--- src/rtl/gpio_pkg.sv ---
// Shared constants for the parallel I/O port: default sizing and DIR bit encoding.
package gpio_pkg;

    localparam int GPIO_WIDTH     = 8;
    localparam int GPIO_DB_CYCLES = 4;

    localparam logic DIR_IN  = 1'b0;
    localparam logic DIR_OUT = 1'b1;

    function automatic logic is_input(input logic dir);
        return dir == DIR_IN;
    endfunction

endpackage

--- src/rtl/gpio_in_bit.sv ---
// One port bit's input path: 2-flop synchronizer, optional debounce (GPIO_DEBOUNCE_EN), edge detect.
// stb lags the pad by 2 edges (plus DB_CYCLES with debounce); rise/fall are combinational from stb/prev.
module gpio_in_bit
    import gpio_pkg::*;
#(
    parameter int DB_CYCLES = GPIO_DB_CYCLES
) (
    input  logic CLK,
    input  logic RST,
    input  logic pin_i,
    input  logic dir_i,
    output logic stb_o,
    output logic rise_o,
    output logic fall_o
);

    logic sync1_q;
    logic sync2_q;
    logic prev_q;
    logic dir_q;
    logic stb;

    always_ff @(posedge CLK or negedge RST) begin
        if (!RST) begin
            sync1_q <= 1'b0;
            sync2_q <= 1'b0;
            prev_q  <= 1'b0;
            dir_q   <= 1'b0;
        end else begin
            sync1_q <= pin_i;
            sync2_q <= sync1_q;
            prev_q  <= stb;
            dir_q   <= dir_i;
        end
    end

`ifdef GPIO_DEBOUNCE_EN
    localparam int            CW       = $clog2(DB_CYCLES + 1);
    localparam logic [CW-1:0] CNT_LAST = CW'(DB_CYCLES - 1);

    logic [CW-1:0] cnt_q;
    logic [CW-1:0] cnt_d;
    logic          stb_q;
    logic          stb_d;

    // Any cycle where sync2 agrees with stb restarts the stability count.
    always_comb begin
        cnt_d = '0;
        stb_d = stb_q;
        if (sync2_q != stb_q) begin
            if (cnt_q == CNT_LAST) begin
                stb_d = sync2_q;
            end else begin
                cnt_d = cnt_q + 1'b1;
            end
        end
    end

    always_ff @(posedge CLK or negedge RST) begin
        if (!RST) begin
            cnt_q <= '0;
            stb_q <= 1'b0;
        end else begin
            cnt_q <= cnt_d;
            stb_q <= stb_d;
        end
    end

    assign stb = stb_q;
`else
    assign stb = sync2_q;

    // DB_CYCLES has no effect without debounce; an out-of-range value only elaborates this empty block.
    if (DB_CYCLES < 1) begin : g_db_cycles_out_of_range
    end
`endif

    // Edges only count when the bit was an input both now and last cycle.
    assign stb_o  = stb;
    assign rise_o = stb & ~prev_q & is_input(dir_i) & is_input(dir_q);
    assign fall_o = ~stb & prev_q & is_input(dir_i) & is_input(dir_q);

endmodule

--- src/rtl/gpio_port_io.sv ---
// Pad-side parallel port: output drive, synchronized inputs, read register, edge interrupt flags.
// Output path combinational; RD_DATA 1 cycle after RD_EN; IFLAG 2 edges after pad (+DB_CYCLES with GPIO_DEBOUNCE_EN); no backpressure.
module gpio_port_io
    import gpio_pkg::*;
#(
    parameter int WIDTH     = GPIO_WIDTH,
    parameter int DB_CYCLES = GPIO_DB_CYCLES
) (
    input  logic             CLK,
    input  logic             RST,
    input  logic [WIDTH-1:0] DIR,
    input  logic [WIDTH-1:0] DOUT_REG,
    input  logic [WIDTH-1:0] PIN_IN,
    output logic [WIDTH-1:0] PIN_OUT,
    output logic [WIDTH-1:0] PIN_OE,
    input  logic             RD_EN,
    output logic [WIDTH-1:0] RD_DATA,
    input  logic [WIDTH-1:0] IE_RISE,
    input  logic [WIDTH-1:0] IE_FALL,
    input  logic             CLR_EN,
    input  logic [WIDTH-1:0] CLR_MASK,
    output logic [WIDTH-1:0] IFLAG,
    output logic             IRQ
);

    logic [WIDTH-1:0] stb;
    logic [WIDTH-1:0] rise;
    logic [WIDTH-1:0] fall;
    logic [WIDTH-1:0] iflag_q;
    logic [WIDTH-1:0] iflag_d;
    logic [WIDTH-1:0] rd_data_q;
    logic [WIDTH-1:0] rd_data_d;

    for (genvar i = 0; i < WIDTH; i++) begin : g_bit
        gpio_in_bit #(
            .DB_CYCLES(DB_CYCLES)
        ) u_in_bit (
            .CLK    (CLK),
            .RST    (RST),
            .pin_i  (PIN_IN[i]),
            .dir_i  (DIR[i]),
            .stb_o  (stb[i]),
            .rise_o (rise[i]),
            .fall_o (fall[i])
        );

        // Bits configured as inputs present 0 on the pad.
        assign PIN_OUT[i] = (DIR[i] == DIR_OUT) & DOUT_REG[i];
    end

    assign PIN_OE = DIR;

    // A new edge in the same cycle as a clear keeps the flag set.
    always_comb begin
        iflag_d = (iflag_q & ~({WIDTH{CLR_EN}} & CLR_MASK))
                | (rise & IE_RISE)
                | (fall & IE_FALL);
    end

    // Output bits read back the latch, not the pad.
    always_comb begin
        rd_data_d = rd_data_q;
        if (RD_EN) begin
            rd_data_d = (DOUT_REG & DIR) | (stb & ~DIR);
        end
    end

    always_ff @(posedge CLK or negedge RST) begin
        if (!RST) begin
            iflag_q   <= '0;
            rd_data_q <= '0;
        end else begin
            iflag_q   <= iflag_d;
            rd_data_q <= rd_data_d;
        end
    end

    assign IFLAG   = iflag_q;
    assign IRQ     = |iflag_q;
    assign RD_DATA = rd_data_q;

endmodule

--- config.mk ---
export PLATFORM = sky130hd
export DESIGN_NAME = gpio_port_io
export DESIGN_NICKNAME = d
export VERILOG_FILES = /design/src/rtl/gpio_pkg.sv /design/src/rtl/gpio_in_bit.sv /design/src/rtl/gpio_port_io.sv
export SDC_FILE = /design/constraint.sdc
export NUM_CORES = 1
export LEC_CHECK = 0
export ABC_AREA = 1
export CAP_MARGIN = 15
export CORE_UTILIZATION = 42
export DETAILED_ROUTE_END_ITERATION = 10
export PLACE_DENSITY = 0.89
export SYNTH_ARGS = -nofsm -noshare
export SYNTH_HDL_FRONTEND = slang
export SYNTH_HIERARCHICAL = 1
export SYNTH_SLANG_ARGS = --single-unit
--- constraint.sdc ---
create_clock -name CLK -period 0.9 [get_ports CLK]
set_input_delay 0.135 -clock CLK [delete_from_list [all_inputs] [get_ports CLK]]
set_output_delay 0.135 -clock CLK [all_outputs]
set_load 0.03 [all_outputs]
; After elaboration in Yosys (flattened, before gate mapping)
; Cells that the tools add are included.
[classes]
reduce_logical = 1
n_shift = 0
addsub = 0
n_bitwise = 99
eq_ne = 0
magnitude_cmp = 0
n_mux = 0
multipliers = 0
div = 0
[op_table]
columns = cell, n
row1 = AND 1 bit, 56
row2 = AND 8 bit, 6
row3 = inverter 1 bit, 32
row4 = bitwise OR 8 bit, 3
row5 = inverter 8 bit, 2
row6 = OR reduction 8 bit, 1
[totals]
ram_bits = 0
latchBits = 0
word_cells = 134
out_inout_bits = 33
n_memories = 0
mem_bits_ro = 0
register_bits = 48

; Depth between registers and ports, before layout
; Gate-level depths: netlist of run 1.
[logic_depth]
ltp_word = 7
ltp_mapped = 5
depth_no_buf = 5

; By module
; Netlist of run 1, hierarchy kept.
[modules_own_cells]
columns = module, n_inst, cells_each, area_each_um2
row1 = gpio_in_bit, 8, 14, 137.6
row2 = gpio_port_io, 1, 136, 915.9

; Least setup slack after synthesis of run 1
; Ideal clock, no wire load.
[synth_timing]
kind = reg2out
startpoint = register iflag_q[6], in the netlist IFLAG[6]
endpoint = output port IRQ
path_buffers = 0
stages_incl_launch_ff = 3
arrival_ns = 0.937
t_required_ns = 0.765
setup_slack_ns = -0.172
cell_sequence = dfrtp_1 nor2_1 nand4_1
[synth_between]
elab_chain_len = 1
[synth_lines]
columns = element, line_no
row1 = start: declaration, gpio_port_io.sv:29  ; logic [WIDTH-1:0] iflag_q;
row2 = start signal: assignment, gpio_port_io.sv:73  ; iflag_q <= iflag_d;
row3 = OR reduction 8 bit, gpio_port_io.sv:79  ; assign IRQ = |iflag_q;
row4 = end: declaration, gpio_port_io.sv:23  ; output logic IRQ
; No other way between the ends.

; Worst setup path after layout of run 1
[layout_timing]
startpoint = register iflag_q[5], in the netlist IFLAG[5]
endpoint = output port IRQ
; Same word-level chain as after synthesis.

==> results_dict.tcl, run 1 <==
set metrics [dict create \
    p_total_mw 5.525 \
    die_area_um2 5084 \
    cp_slowest_stage_delay_ns 0.42 \
    final_util 0.7458 \
    wire_per_inst_um 11.28 \
    antenna_left 0 \
    initial_core_util 0.4508 \
    grt.total_usage 0.1996 \
    die_y_um 71.30 \
    antenna_cells 0 \
    vias 1819 \
    io_buffers 84 \
    first_pass_iters 10 \
    fin_cells 421 \
    grt_max_degree 26 \
    syn_to_final_growth_pct 65.45 \
    finalSetupViolCount 17 \
    ys_async_sr_fraction 1.000 \
    ys_warn_count 6 \
    cts_buffers 5 \
    critPathCaptureType "primary output" \
    whs_ns 0.01315 \
    synthDistinctLibCells 10 \
    synth_top_flop_cell "dfrtp_1" \
    finalHoldViolCount 0 \
    ff_latch_area_um2 1211 \
    syn_avg_cell_area_um2 8.133 \
    gp_congestion 0.7290 \
    holdCritPathClass "input pin to flop" \
    die_x_um 71.30 \
    worstMarginPinSlew_ns 0.3133 \
    syn_area_um2 2017 \
    synth_common_cells "nand2_1, dfrtp_1, inv_1, nor2_1, inv_2" \
    antenna_found_initial 0 \
    root_buffer "clkbuf_8" \
    synth_area_leader_cell "dfrtp_1" \
    numClockSinks 48 \
    met1_usage 0.2296 \
    setup_tns_ns -2.797 \
    row_count 24 \
    grt_pass1_wl_um 7672 \
    report.final.slew_viol_count 0 \
    crit_slowest_cell "dfrtp_2" \
    clk_pin_slew_ns 0.08 \
    dp_hpwl_um 3327 \
    power.leakage_nw 1.846 \
    dpl_cell_area_um2 2895 \
    grt_busiest_layer "met2" \
    htree_levels 2 \
    dp.cells 388 \
    start_kind "flop" \
    via_per_inst 4.321 \
    ys_ff_latch 48 \
    arrival_ns 1.16 \
    path_max_fanout 2 \
    pre_cts_ws_ns -0.4879 \
    syn_inst 248 \
    synth_top_cell_area_share 0.5955 \
    finalWorstSetupSlack_ns -0.3988 \
    rsz0062_at_grt "true" \
    overflow 0 \
    ys_seq_area_frac 0.5955 \
    multi_input_area_um2 581.8 \
    fin_area_um2 3337 \
    clk_latency_ns 0.30 \
    totalWireLength_um 4748 \
    power_density_nw_per_um2 1656 \
    period_needed_ns 1.299 \
    crit_buf_inv 1 \
    worst-setup-path-type "flop to primary output" \
    cts_tree "done" \
    grt_util_met3 0.05767 \
    status "finished, violations left" \
    grt_pass1_vias 1739 \
    drc 7 \
    crit_required_ns 0.76 \
    drive_above_1_share 0.3225 \
    drt_iter0_drc 50 \
    crit_chain "nor2_2 -> nand4_1 -> buf_6" \
    ios 85 \
    synthTopCellsByArea "dfrtp_1, nand2_1, inv_1" \
    syn_nets 300 \
    yosysMostFrequentCell "nand2_1" \
    fillers 332 \
    fmax_mhz 769.9 \
    synth_edf_count 0 \
    cap_violations 0 \
    ir_drop_v 0.001116 \
    core_area_um2 4474 \
    gr-usage-met2 0.3598 \
    violations "DRC, setup timing" \
    clk_path_buf_depth 2 \
    path_delay_family "flip-flops" \
    skew_ns 0.005132 \
    relSlewSlack 0.7911 \
    layout.nets 420 \
    fin_crit_sh 1.443 \
]
worst paths after layout:
kind,startpoint,to,slack (ns),cells past startpoint
worst max register to register,IFLAG[1]$_DFF_PN0_,IFLAG[1]$_DFF_PN0_,0,4
worst min-delay path,DIR[7],g_bit[7].u_in_bit/dir_q$_DFF_PN0_,0.01,1
worst min register to register,g_bit[3].u_in_bit/sync1_q$_DFF_PN0_,g_bit[3].u_in_bit/stb_o$_DFF_PN0_,0.35,0
worst max-delay path,IFLAG[5]$_DFF_PN0_,IRQ,-0.40,3
max in group asynchronous,RST,g_bit[1].u_in_bit/stb_o$_DFF_PN0_,0.16,3
min in group asynchronous,RST,g_bit[0].u_in_bit/sync1_q$_DFF_PN0_,0.26,2
per-layer routing:
layer,wire [um],share of wire
met1,1897,0.40
met2,2522,0.53
met3,277,0.058
met4,51,0.011
met5,0,0
report_power, final:
part	internal (mW)	total, mW	switching (mW)
sequential	2.32	2.42	0.101
clock	1.11	1.78	0.673
combinational	0.674	1.33	0.652
area by class of cell:
| cell class | count | area share |
|---|---|---|
| well taps | 52 | 0.01950 |
| inverters | 49 | 0.05737 |
| multi-input cells | 141 | 0.1744 |
| repair buffers | 123 | 0.3461 |
| clock buffers | 6 | 0.02175 |
| clock inverters | 2 | 0.01800 |
| flip-flops and latches | 48 | 0.3630 |
layout by cell type, fill, tap and decap left out, drive strengths merged:
master         instances
nand4                  1
dfrtp                 48
clkdlybuf4s50         34
dlygate4sd2            9
dlygate4sd3            1
bufinv                 2
nand3                  8
clkdlybuf4s15          3
clkbuf                10
nor2                  20
nand2                112
buf                   72
inv                   49
logic make-up after synthesis:
family,synth area share
buf+inv,0.1359
simple gates,0.2686
flops,0.5955
registers in the layout, indices dropped and copies added, names as in the netlist:
register,count
g_bit.u_in_bit/dir_q,8
g_bit.u_in_bit/stb_o,8
RD_DATA,8
g_bit.u_in_bit/sync1_q,8
IFLAG,8
g_bit.u_in_bit/prev_q,8
timing repair:
item,CTS,global route
hold endpoints to repair,30,0
pin swaps,2,10
gates resized for setup,52,25
endpoints found under the setup margin,33,29
buffers inserted,21,5
hold buffers,1,0
(Power assumes the default switching activity.)
==> inputs of run 2 (changes only) <==
--- a/config.mk
+++ b/config.mk
@@ -10,6 +10,8 @@
 export CORE_UTILIZATION = 42
 export DETAILED_ROUTE_END_ITERATION = 10
 export PLACE_DENSITY = 0.89
+export SKIP_CTS_REPAIR_TIMING = 1
+export SLEW_MARGIN = 20
 export SYNTH_ARGS = -nofsm -noshare
 export SYNTH_HDL_FRONTEND = slang
 export SYNTH_HIERARCHICAL = 1
==> results_dict.tcl, run 2 (synthesized netlist as in run 1, its figures left out) <==
set metrics [dict create \
    crit_buf_inv 1 \
    clk_latency_ns 0.30 \
    crit_chain "nor2_2 -> nand4_1 -> buf_6" \
    root_buffer "clkbuf_8" \
    report.final.slew_viol_count 0 \
    die_y_um 71.30 \
    finalSetupViolCount 17 \
    antenna_left 0 \
    finalWorstSetupSlack_ns -0.4000 \
    cp_slowest_stage_delay_ns 0.42 \
    path_delay_family "flip-flops" \
    ir_drop_v 0.001064 \
    worst-setup-path-type "flop to primary output" \
    fin_cells 407 \
    numClockSinks 48 \
    row_count 24 \
    io_buffers 84 \
    r2r_slack_ns 0.02 \
    worstMarginPinSlew_ns 0.3022 \
    final_util 0.7352 \
    dpl_cell_area_um2 2895 \
    r2r_end "RD_DATA[6]$_DFFE_PN0P_" \
    gp_congestion 0.7290 \
    start_kind "flop" \
    arrival_ns 1.17 \
    setup_tns_ns -2.804 \
    htree_levels 2 \
    wire_per_inst_um 11.51 \
    relSlewSlack 0.7985 \
    critPathCaptureType "primary output" \
    clk_pin_slew_ns 0.08 \
    crit_required_ns 0.76 \
    antenna_found_initial 0 \
    cts_buffers 5 \
    whs_ns 0.06273 \
    core_area_um2 4474 \
    grt.total_usage 0.1837 \
    finalHoldViolCount 0 \
    p_total_mw 5.493 \
    fin_area_um2 3289 \
    power_density_nw_per_um2 1670 \
    layout_common_cells "nand2_1, dfrtp_1, clkdlybuf4s50_1, buf_4" \
    drc 7 \
    dp_hpwl_um 3327 \
    period_needed_ns 1.300 \
    die_x_um 71.30 \
    r2r-start "g_bit[6].u_in_bit/stb_o$_DFF_PN0_" \
    drive_above_1_share 0.3014 \
    min-delay-start "DIR[6]" \
    first_pass_iters 7 \
    fin_crit_sh 1.444 \
    totalWireLength_um 4683 \
    violations "DRC, setup timing" \
    ios 85 \
    r2r_cells 5 \
    syn_to_final_growth_pct 63.09 \
    via_per_inst 4.373 \
    hold_depth 1 \
    crit_slowest_cell "dfrtp_2" \
    min_to "g_bit[6].u_in_bit/dir_q$_DFF_PN0_" \
    pre_cts_ws_ns -0.4879 \
    clk_path_buf_depth 2 \
    dp.cells 388 \
    initial_core_util 0.4508 \
    grt_max_degree 26 \
    rsz0062_at_grt "true" \
    vias 1780 \
    final_common_cell "nand2_1" \
    fmax_mhz 769.2 \
    skew_ns 0.005735 \
    power.leakage_nw 1.895 \
    cap_violations 0 \
    status "finished, violations left" \
    overflow 0 \
    holdCritPathClass "input pin to flop" \
    antenna_cells 0 \
    grt_pass1_wl_um 7072 \
    die_area_um2 5084 \
    path_max_fanout 2 \
    layout.nets 406 \
    drt_iter0_drc 46 \
    grt_pass1_vias 1602 \
    cts_tree "done" \
]
-- run 2: cell type report --
type / instances / area [um2]
clock inverters: 2 / 60.06
clock buffers: 6 / 72.57
multi-input cells: 141 / 579.3
flip-flops and latches: 48 / 1211
repair buffers: 109 / 1110
well taps: 52 / 65.06
inverters: 49 / 191.4
fillers: 322 / 1185
-- run 2: power breakdown --
part / internal (mW) / total (mW) / switching (mW)
registers: 2.32 / 2.42 / 0.101
logic: 0.641 / 1.28 / 0.641
clock network: 1.11 / 1.79 / 0.685
-- run 2: routing by layer --
layer,share of wire,vias up,global-route usage
met5,0,-,0
met4,0.029,0,0.06667
met3,0.066,13,0.05907
met2,0.51,63,0.3143
met1,0.39,786,0.2174
li1,-,918,-
-- run 2: worst max-delay path by stage --
stage,start,end,cells after the start
final,IFLAG[5]$_DFF_PN0_,IRQ,3
after detailed placement,IFLAG[5]$_DFF_PN0_,IRQ,3
after CTS,IFLAG[5]$_DFF_PN0_,IRQ,3
after floorplan,IFLAG[3]$_DFF_PN0_,IRQ,2
after global placement,IFLAG[5]$_DFF_PN0_,IRQ,3
after global routing,IFLAG[5]$_DFF_PN0_,IRQ,3
